[src/rtl/eth_pkg.sv]
// Shared Ethernet constants: RMII framing dibits, CRC-32 parameters, receive FSM encoding.
// Also holds the byte-wide reflected CRC-32 step used by the receive and transmit paths.
package eth_pkg;

    localparam logic [1:0]  ETH_PREAMBLE_DIBIT = 2'b01;
    localparam logic [1:0]  ETH_SFD_DIBIT      = 2'b11;

    localparam logic [31:0] CRC32_POLY_REFL = 32'hEDB88320;
    localparam logic [31:0] CRC32_INIT      = 32'hFFFFFFFF;
    localparam logic [31:0] CRC32_RESIDUE   = 32'hDEBB20E3;

    localparam logic [1:0]  ST_IDLE     = 2'd0;
    localparam logic [1:0]  ST_PREAMBLE = 2'd1;
    localparam logic [1:0]  ST_DATA     = 2'd2;
    localparam logic [1:0]  ST_DROP     = 2'd3;

    // One byte through the LSB-first CRC-32; the result is not complemented.
    function automatic logic [31:0] crc32_byte(input logic [31:0] crc, input logic [7:0] data);
        logic [31:0] c;
        c = crc ^ {24'd0, data};
        for (int i = 0; i < 8; i++) begin
            c = c[0] ? ((c >> 1) ^ CRC32_POLY_REFL) : (c >> 1);
        end
        return c;
    endfunction

endpackage

[src/rtl/eth_crc32.sv]
// Byte-wide reflected CRC-32 register (uncomplemented). Init loads the seed, En folds in Data.
// Shared with eth_packet_former for FCS generation.
module eth_crc32
    import eth_pkg::*;
(
    input  logic        Clk,
    input  logic        Rstn,
    input  logic        Init,
    input  logic        En,
    input  logic [7:0]  Data,
    output logic [31:0] Crc
);

    logic [31:0] crc_reg;

    always_ff @(posedge Clk or negedge Rstn) begin
        if (!Rstn) begin
            crc_reg <= 32'd0;
        end else if (Init) begin
            crc_reg <= CRC32_INIT;
        end else if (En) begin
            crc_reg <= crc32_byte(crc_reg, Data);
        end
    end

    assign Crc = crc_reg;

endmodule

[src/rtl/eth_rmii_rx.sv]
// RMII receive path: strips preamble/SFD, assembles bytes, checks length and FCS, and
// emits each frame as an AXI-Stream byte stream with the bad-frame verdict on tlast.
module eth_rmii_rx
    import eth_pkg::*;
#(
    parameter int MIN_FRAME    = 64,
    parameter int MAX_FRAME    = 1518,
    parameter int PREAMBLE_MIN = 8
) (
    input  logic        Clk,
    input  logic        Rstn,
    input  logic [1:0]  Rx_Data,
    input  logic        Crs_Dv,
    input  logic        Rx_Er,
    output logic [7:0]  AXIS_Master_tdata,
    output logic        AXIS_Master_tvalid,
    output logic        AXIS_Master_tlast,
    output logic        AXIS_Master_tuser,
    output logic [15:0] Frame_Cnt,
    output logic [15:0] Err_Cnt
);

    localparam int               LEN_W   = $clog2(MAX_FRAME + 2);
    localparam logic [LEN_W-1:0] MIN_LEN = LEN_W'(MIN_FRAME);
    localparam logic [LEN_W-1:0] MAX_LEN = LEN_W'(MAX_FRAME);
    localparam logic [3:0]       PRE_MIN = 4'(PREAMBLE_MIN);

    logic [1:0]       rx_data_reg;
    logic             crs_dv_reg, rx_er_reg;
    logic [1:0]       state_reg, state_next;
    logic [3:0]       pre_cnt_reg, pre_cnt_next;
    logic [1:0]       phase_reg, phase_next;
    logic [5:0]       shift_reg, shift_next;
    logic [7:0]       hold_reg, hold_next;
    logic [LEN_W-1:0] len_reg, len_next;
    logic             er_seen_reg, er_seen_next;
    logic [7:0]       tdata_next;
    logic             tvalid_next, tlast_next, tuser_next;
    logic [15:0]      frame_cnt_next, err_cnt_next;
    logic             crc_init, crc_en, frame_bad;
    logic [7:0]       byte_done;
    logic [31:0]      crc_val;

    assign byte_done = {rx_data_reg, shift_reg};
    assign frame_bad = er_seen_reg || rx_er_reg || (phase_reg != 2'd0) ||
                       (len_reg < MIN_LEN) || (crc_val != CRC32_RESIDUE);

    eth_crc32 u_crc (
        .Clk  (Clk),
        .Rstn (Rstn),
        .Init (crc_init),
        .En   (crc_en),
        .Data (byte_done),
        .Crc  (crc_val)
    );

    always_comb begin
        state_next     = state_reg;
        pre_cnt_next   = pre_cnt_reg;
        phase_next     = phase_reg;
        shift_next     = shift_reg;
        hold_next      = hold_reg;
        len_next       = len_reg;
        er_seen_next   = er_seen_reg;
        tdata_next     = AXIS_Master_tdata;
        tvalid_next    = 1'b0;
        tlast_next     = 1'b0;
        tuser_next     = 1'b0;
        frame_cnt_next = Frame_Cnt;
        err_cnt_next   = Err_Cnt;
        crc_init       = 1'b0;
        crc_en         = 1'b0;
        case (state_reg)
            ST_IDLE: begin
                if (crs_dv_reg) begin
                    state_next   = ST_PREAMBLE;
                    pre_cnt_next = 4'd0;
                end
            end
            ST_PREAMBLE: begin
                if (!crs_dv_reg) begin
                    state_next = ST_IDLE;
                end else begin
                    case (rx_data_reg)
                        ETH_PREAMBLE_DIBIT: if (pre_cnt_reg != 4'hF) pre_cnt_next = pre_cnt_reg + 4'd1;
                        ETH_SFD_DIBIT: begin
                            if (pre_cnt_reg >= PRE_MIN) begin
                                state_next   = ST_DATA;
                                phase_next   = 2'd0;
                                len_next     = '0;
                                er_seen_next = 1'b0;
                                crc_init     = 1'b1;
                            end else begin
                                state_next = ST_DROP;
                            end
                        end
                        2'b10:   state_next = ST_DROP;
                        default: ;
                    endcase
                end
            end
            ST_DATA: begin
                if (!crs_dv_reg) begin
                    // Carrier gone: the held byte is the true last byte of the frame.
                    state_next = ST_IDLE;
                    if (len_reg != '0) begin
                        tdata_next  = hold_reg;
                        tvalid_next = 1'b1;
                        tlast_next  = 1'b1;
                        tuser_next  = frame_bad;
                        if (frame_bad) err_cnt_next   = Err_Cnt + 16'd1;
                        else           frame_cnt_next = Frame_Cnt + 16'd1;
                    end else begin
                        err_cnt_next = Err_Cnt + 16'd1;
                    end
                end else begin
                    er_seen_next = er_seen_reg | rx_er_reg;
                    shift_next   = byte_done[7:2];
                    phase_next   = phase_reg + 2'd1;
                    if (phase_reg == 2'd3) begin
                        if (len_reg == MAX_LEN) begin
                            tdata_next   = hold_reg;
                            tvalid_next  = 1'b1;
                            tlast_next   = 1'b1;
                            tuser_next   = 1'b1;
                            err_cnt_next = Err_Cnt + 16'd1;
                            state_next   = ST_DROP;
                        end else begin
                            crc_en    = 1'b1;
                            len_next  = len_reg + 1'b1;
                            hold_next = byte_done;
                            if (len_reg != '0) begin
                                tdata_next  = hold_reg;
                                tvalid_next = 1'b1;
                            end
                        end
                    end
                end
            end
            default: begin
                if (!crs_dv_reg) state_next = ST_IDLE;
            end
        endcase
    end

    always_ff @(posedge Clk or negedge Rstn) begin
        if (!Rstn) begin
            rx_data_reg        <= 2'd0;
            crs_dv_reg         <= 1'b0;
            rx_er_reg          <= 1'b0;
            state_reg          <= ST_IDLE;
            pre_cnt_reg        <= 4'd0;
            phase_reg          <= 2'd0;
            shift_reg          <= 6'd0;
            hold_reg           <= 8'd0;
            len_reg            <= '0;
            er_seen_reg        <= 1'b0;
            AXIS_Master_tdata  <= 8'd0;
            AXIS_Master_tvalid <= 1'b0;
            AXIS_Master_tlast  <= 1'b0;
            AXIS_Master_tuser  <= 1'b0;
            Frame_Cnt          <= 16'd0;
            Err_Cnt            <= 16'd0;
        end else begin
            rx_data_reg        <= Rx_Data;
            crs_dv_reg         <= Crs_Dv;
            rx_er_reg          <= Rx_Er;
            state_reg          <= state_next;
            pre_cnt_reg        <= pre_cnt_next;
            phase_reg          <= phase_next;
            shift_reg          <= shift_next;
            hold_reg           <= hold_next;
            len_reg            <= len_next;
            er_seen_reg        <= er_seen_next;
            AXIS_Master_tdata  <= tdata_next;
            AXIS_Master_tvalid <= tvalid_next;
            AXIS_Master_tlast  <= tlast_next;
            AXIS_Master_tuser  <= tuser_next;
            Frame_Cnt          <= frame_cnt_next;
            Err_Cnt            <= err_cnt_next;
        end
    end

endmodule

[config.mk]
export PLATFORM = sky130hd
export DESIGN_NAME = eth_rmii_rx
export DESIGN_NICKNAME = d
export VERILOG_FILES = /design/src/rtl/eth_pkg.sv /design/src/rtl/eth_crc32.sv /design/src/rtl/eth_rmii_rx.sv
export SDC_FILE = /design/constraint.sdc
export NUM_CORES = 1
export LEC_CHECK = 0
export BUFFER_PORTS_ARGS = -buffer_cell sky130_fd_sc_hd__buf_2
export CAP_MARGIN = 20
export CORE_MARGIN = 10
export CORE_UTILIZATION = 40
export CTS_BUF_LIST = sky130_fd_sc_hd__clkbuf_16
export DETAILED_ROUTE_END_ITERATION = 8
export GPL_TIMING_DRIVEN = 0
export SETUP_SLACK_MARGIN = 0.1
export SYNTH_ARGS = -nofsm -noshare
export SYNTH_HDL_FRONTEND = slang
export SYNTH_SLANG_ARGS = --single-unit
[constraint.sdc]
create_clock -name Clk -period 4.85 [get_ports Clk]
set_input_delay 0.97 -clock Clk [delete_from_list [all_inputs] [get_ports Clk]]
set_output_delay 0.97 -clock Clk [all_outputs]
set_load 0.01 [all_outputs]
==> results of run 1 <==
## layout make-up
cell class                      count  area (um2)
Fill cell                        1296        7160
Clock inverter                     13         130
Sequential cell                   113        2830
Inverter                           13        48.8
Multi-Input combinational cell    385        2760
Timing Repair Buffer               49         274
Buffer                             19        80.1
Tap cell                          180         225
Clock buffer                       17         425
## layout by cell type, fill, tap and decap left out, types with 3 or more instances in the layout
cell type and instances:
nor3b_1 3, and3_1 7, a21oi_1 30, bufinv_16 3
mux2_2 16, nand2b_1 3, nor3_1 34, xnor2_2 10
nor3_2 8, xnor2_1 46, nor2_1 23, ha_1 9
nor4_1 8, and2_1 3, nor4_2 4, nand3_1 21
and4b_1 3, and4bb_2 3, nor2b_1 3, dfrtp_1 113
nand4_1 11, nand2_1 50, clkbuf_1 17, o21ai_0 11
buf_2 48, clkbuf_16 17, xor2_1 50, inv_1 16
or3_1 3, clkinv_1 5
## cell families (layout without fill, tap and decap cells)
family	Yosys count	count (layout)	synth area share
and+or+nand+nor	197	197	0.194
DFF	113	113	0.495
xor gates and xnor gates	107	107	0.180
AOI/OAI and AO/OA	56	56	0.0576
buffers and inverters	32	111	0.0225
muxes	16	16	0.0315
adders and majority gates	9	9	0.0197
## per-layer routing
| metal | vias up | share of wire |
|---|---|---|
| met1 | 2028 | 0.47 |
| li1 | 1974 | - |
| met2 | 60 | 0.48 |
| met4 | 0 | 0.016 |
| met3 | 17 | 0.039 |
| met5 | - | 0 |
## power breakdown
group	leakage [uW]	switching, uW	internal (uW)
registers	0.00153	218	1130
logic	0.00145	1010	962
clock network	0.000284	407	781
## path summary, 6_finish.rpt
path | startpoint | end | slack (ns) | cells after the start
worst max-delay path | len_reg[0] | u_crc.Crc[28] | 2.32 | 7
worst min-delay path | Rstn | u_crc.Crc[19] | 0.41 | 1
worst max register to register | len_reg[0] | u_crc.Crc[28] | 2.32 | 7
worst min register to register | Frame_Cnt[15] | Frame_Cnt[15] | 0.46 | 1
max in group asynchronous | Rstn | Err_Cnt[8] | 3.72 | 2
min in group Clk | Frame_Cnt[15] | Frame_Cnt[15] | 0.46 | 1
## stage by stage
| stage | cells | hold WS [ns] | util | setup WS (ns) |
|---|---|---|---|---|
| after CTS | 789 | 0.407 | 0.486 | 2.30 |
| after detailed placement | 759 | 0.459 | 0.446 | 2.33 |
| after global placement | 758 | 0.452 | 0.444 | 1.39 |
| after floorplan | 530 | 0.442 | - | 2.81 |
| after global routing | 789 | 0.410 | 0.486 | 2.09 |
| final | 789 | 0.407 | 0.486 | 2.32 |
## worst max-delay path: cells and delay by family, from the launching register on
family          cells  cell delay [ns]
buf+inv             2             0.59
fa+ha+maj           1             0.20
compound gates      2             0.88
simple gates        2             0.36
flops               1             0.42
==> flow_summary_export.csv, run 1 <==
group,metric,value,unit
floorplan,coreArea,13900,um2
routing,viasPerCell,5.17,
sta,worstMarginPinSlew,0.902,ns
pwr,irDropWorstVdd,337,uV
clocking,cts_root_buf,"clkbuf_16",
floorplan,floorplan.initialDensity,0.410,
synth,netlist_top_cells_area,"dfrtp_1, xor2_1, xnor2_1, nand2_1, mux2_2",
finish,n_antenna_cell,0,
synth,synthArstFlopShare,1.00,
routing,wl_per_cell,16.5,um
grt,grt_overflow,0,
synth,ys.flop_type,"dfrtp_1",
synth,synth_warnings,0,
synth,synth.ff_latch_count,113,
synth,synthDominantCellAreaShare,0.495,
grt,met2_usage,0.215,
place,gp_congestion,0.841,
sta,hold_violations,0,
critical_path,arrival,2.86,ns
synth,syn_inst,530,
synth,synth.cell_area,5720,um2
run_status,status,"complete, no violations",
sta,final.setup.tns,0,ns
synth,yosysTopAreaCell,"dfrtp_1",
clocking,path_clk_slew,0.05,ns
sta,timing.fmax,0.395,GHz
grt,antenna_found_initial,0,
routing,postRouteAntennaNets,0,
place,hpwl,9240,um
floorplan,pin_count,49,
clocking,cts_tree,"done",
critical_path,required,5.18,ns
place,port_buffers,48,
job,maxCapViolCount,0,
synth,synth_nets,545,
routing,wirelength,13000,um
synth,syn_area_per_cell,10.8,um2
synth,seq_area_frac_synth,0.495,
clocking,cts_setup_buffers,0,
critical_path,crit_chain,"inv_1 > ha_1 > and4bb_2 > a31oi_1 > clkbuf_1 > nor3_1 > a21oi_1",
floorplan,die_h,140,um
critical_path,startpoint_type,"flip-flop",
critical_path,critPathCaptureType,"flip-flop",
finish,areaGrowthSynthToFinish,18.5,%
routing,drt_iter0_markers,287,
critical_path,worstPathMaxFanout,10,
clocking,max-clock-path-buffers,2,
place,post_dp_cell_area,6210,um2
finish,nNetsFinal,613,
routing,vias,4079,
grt,grt_pass1_wl,22500,um
clocking,ctsHoldBuffers,0,
floorplan,row_count,43,
grt,grt_util_met1,0.186,
sta,fin_crit_sh,0.522,
critical_path,path_class,"flip-flop to flip-flop",
routing,drc,0,
synth,synth-edff-count,0,
finish,drive_gt1_frac,0.199,
pwr,power_density,667,nW/um2
synth,synth.most_common_cell,"dfrtp_1",
synth,yosys-top-cells-count,"dfrtp_1, nand2_1, xor2_1",
sta,setup-violations-final,0,
floorplan,fp.dieW,140,um
pwr,p_leak,0.00326,uW
grt,met3_usage,0.0425,
critical_path,slowest_delay,0.74,ns
grt,top_usage_layer,"met2",
sta,fin_skew,0.0104,ns
floorplan,fp.dieArea,19500,um2
synth,synth_cell_types,49,
grt,first_global_vias,4228,
sta,period_minus_slack,2.53,ns
clocking,cts.sinks,113,
critical_path,worst_path_max_delay_cell,"a31oi_1",
sta,slew_headroom,0.396,
clocking,cts_resized,0,
clocking,cts_buffers,17,
sta,rsz0062_at_grt,"no",
pwr,finalPower,4520,uW
sta,maxSlewViolCount,0,
clocking,clk_latency,0.41,ns
min_path,hp-class,"input pin to async pin",
grt,grt_max_degree,91,
finish,largest_register_ffs,32,
grt,track_usage,0.141,
finish,finalInstanceArea,6770,um2
routing,dr.pass1.iters,4,
clocking,htreeDepth,4,
No activity file was read; power rests on OpenSTA's default activity.
==> inputs of run 2 (changes only) <==
Clock period 4.85 ns to 2.46 ns, I/O delays scaled along.
==> flow_summary_export.csv, run 2 (same netlist as run 1, synthesis figures left out) <==
group,metric,value,unit
run_status,status,"complete, no violations",
routing,vias,4099,
routing,drc,0,
sta,fin_crit_sh,0.916,
finish,final_cell_mix,"dfrtp_1, nand2_1, xor2_1, buf_2, xnor2_1",
critical_path,required,2.80,ns
sta,maxSlewViolCount,0,
finish,fillers,1287,
job,maxCapViolCount,0,
routing,wl_per_cell,16.6,um
finish,drive_gt1_frac,0.225,
floorplan,pin_count,49,
place,gp_congestion,0.841,
critical_path,path_class,"flip-flop to flip-flop",
critical_path,critPathCaptureType,"flip-flop",
place,port_buffers,48,
sta,rsz0062_at_grt,"yes",
clocking,cts_buffers,17,
min_path,hp-class,"input pin to flip-flop",
routing,postRouteAntennaNets,0,
pwr,power_density,1300,nW/um2
sta,timing.fmax,0.444,GHz
place,hpwl,9240,um
grt,grt_overflow,0,
floorplan,row_count,43,
pwr,finalPower,8930,uW
clocking,cts.sinks,113,
clocking,cts_tree,"done",
sta,setup-violations-final,0,
clocking,max-clock-path-buffers,2,
routing,drt_iter0_markers,306,
clocking,htreeDepth,4,
sta,hold-worst-slack,0.189,ns
sta,period_minus_slack,2.25,ns
finish,nNetsFinal,617,
floorplan,die_h,140,um
critical_path,startpoint_type,"flip-flop",
floorplan,floorplan.initialDensity,0.410,
grt,track_usage,0.141,
pwr,irDropWorstVdd,664,uV
critical_path,rr_worst_depth,9,
sta,worstMarginPinSlew,0.759,ns
floorplan,fp.dieArea,19500,um2
finish,largest_register_ffs,32,
finish,finalInstanceArea,6880,um2
finish,n_antenna_cell,0,
finish,final_common_cell,"dfrtp_1",
sta,slew_headroom,0.490,
clocking,clk_latency,0.41,ns
sta,final.setup.tns,0,ns
sta,layout_setup_ws,0.206,ns
clocking,path_clk_slew,0.05,ns
place,pre_cts_slack,-0.0583,ns
place,post_dp_cell_area,6210,um2
routing,wirelength,13200,um
pwr,p_leak,0.00330,uW
floorplan,coreArea,13900,um2
grt,grt_max_degree,91,
finish,areaGrowthSynthToFinish,20.4,%
grt,antenna_found_initial,0,
sta,hold_violations,0,
routing,viasPerCell,5.17,
grt,first_global_vias,4234,
sta,fin_skew,0.00940,ns
critical_path,arrival,2.59,ns
clocking,cts_root_buf,"clkbuf_16",
grt,grt_pass1_wl,22500,um
min_path,hold_depth,1,
critical_path,worstPathMaxFanout,10,
routing,dr.pass1.iters,5,
floorplan,fp.dieW,140,um
[run 2: cell types whose count changed in the layout (fill, tap and decap cells not counted), sizes merged]
cell         change
clkbuf           -1
dlygate4sd3      +1
buf              +4
[run 2: critical path, cell delays in order (launching register included)]
cell      delay [ns]
dfrtp_1         0.43
inv_1           0.10
ha_1            0.15
and4bb_2        0.30
nand4_1         0.14
and2_1          0.19
clkbuf_2        0.19
buf_2           0.24
nor3_1          0.27
xor2_1          0.17
[run 2: area by class of cell]
| type | count | area, um2 | area share |
|---|---|---|---|
| multi-input combinational | 385 | 2830 | 0.412 |
| sequential | 113 | 2830 | 0.411 |
| clock buffer | 17 | 425 | 0.0618 |
| timing repair buffer | 53 | 307 | 0.0445 |
| tap | 180 | 225 | 0.0327 |
| clock inverter | 13 | 130 | 0.0189 |
| buffer | 19 | 85.1 | 0.0124 |
| inverter | 13 | 48.8 | 0.00709 |
[run 2: final timing paths]
check / from / to / slack, ns
max: len_reg[0] / Err_Cnt[12] / 0.21
min: Crs_Dv / crs_dv_reg / 0.19
max reg2reg: len_reg[0] / Err_Cnt[12] / 0.21
min reg2reg: Frame_Cnt[15] / Frame_Cnt[15] / 0.46
max in group asynchronous: Rstn / Err_Cnt[9] / 1.22
min in group asynchronous: Rstn / u_crc.Crc[19] / 0.50
[run 2: metrics by stage]
step,util,cells
after floorplan,-,530
after global placement,0.444,758
after detailed placement,0.446,759
after CTS,0.488,790
after global routing,0.494,793
final,0.494,793
[run 2: per-layer routing]
metal,vias to the layer above,global-route usage,part of all wire
met2,73,0.215,0.48
met5,-,0,0
met3,19,0.0425,0.046
li1,1972,-,-
met4,0,0.0489,0.015
met1,2035,0.186,0.46
[run 2: what timing repair did]
| item | 4_1_cts | 5_1_grt |
|---|---|---|
| buffers inserted | 0 | 3 |
| endpoints found under the hold margin | 23 | 0 |
| pin swaps | 0 | 3 |
| hold buffers | 1 | 0 |
| endpoints found under the setup margin | 48 | 37 |
| gates resized for setup | 3 | 17 |
[run 2: report_power, final]
group / leakage [uW] / internal [uW] / switching (uW)
Sequential: 0.00153 / 2230 / 436
Combinational: 0.00149 / 1900 / 2020
Clock: 0.000284 / 1540 / 798
Total: 0.00330 / 5680 / 3250
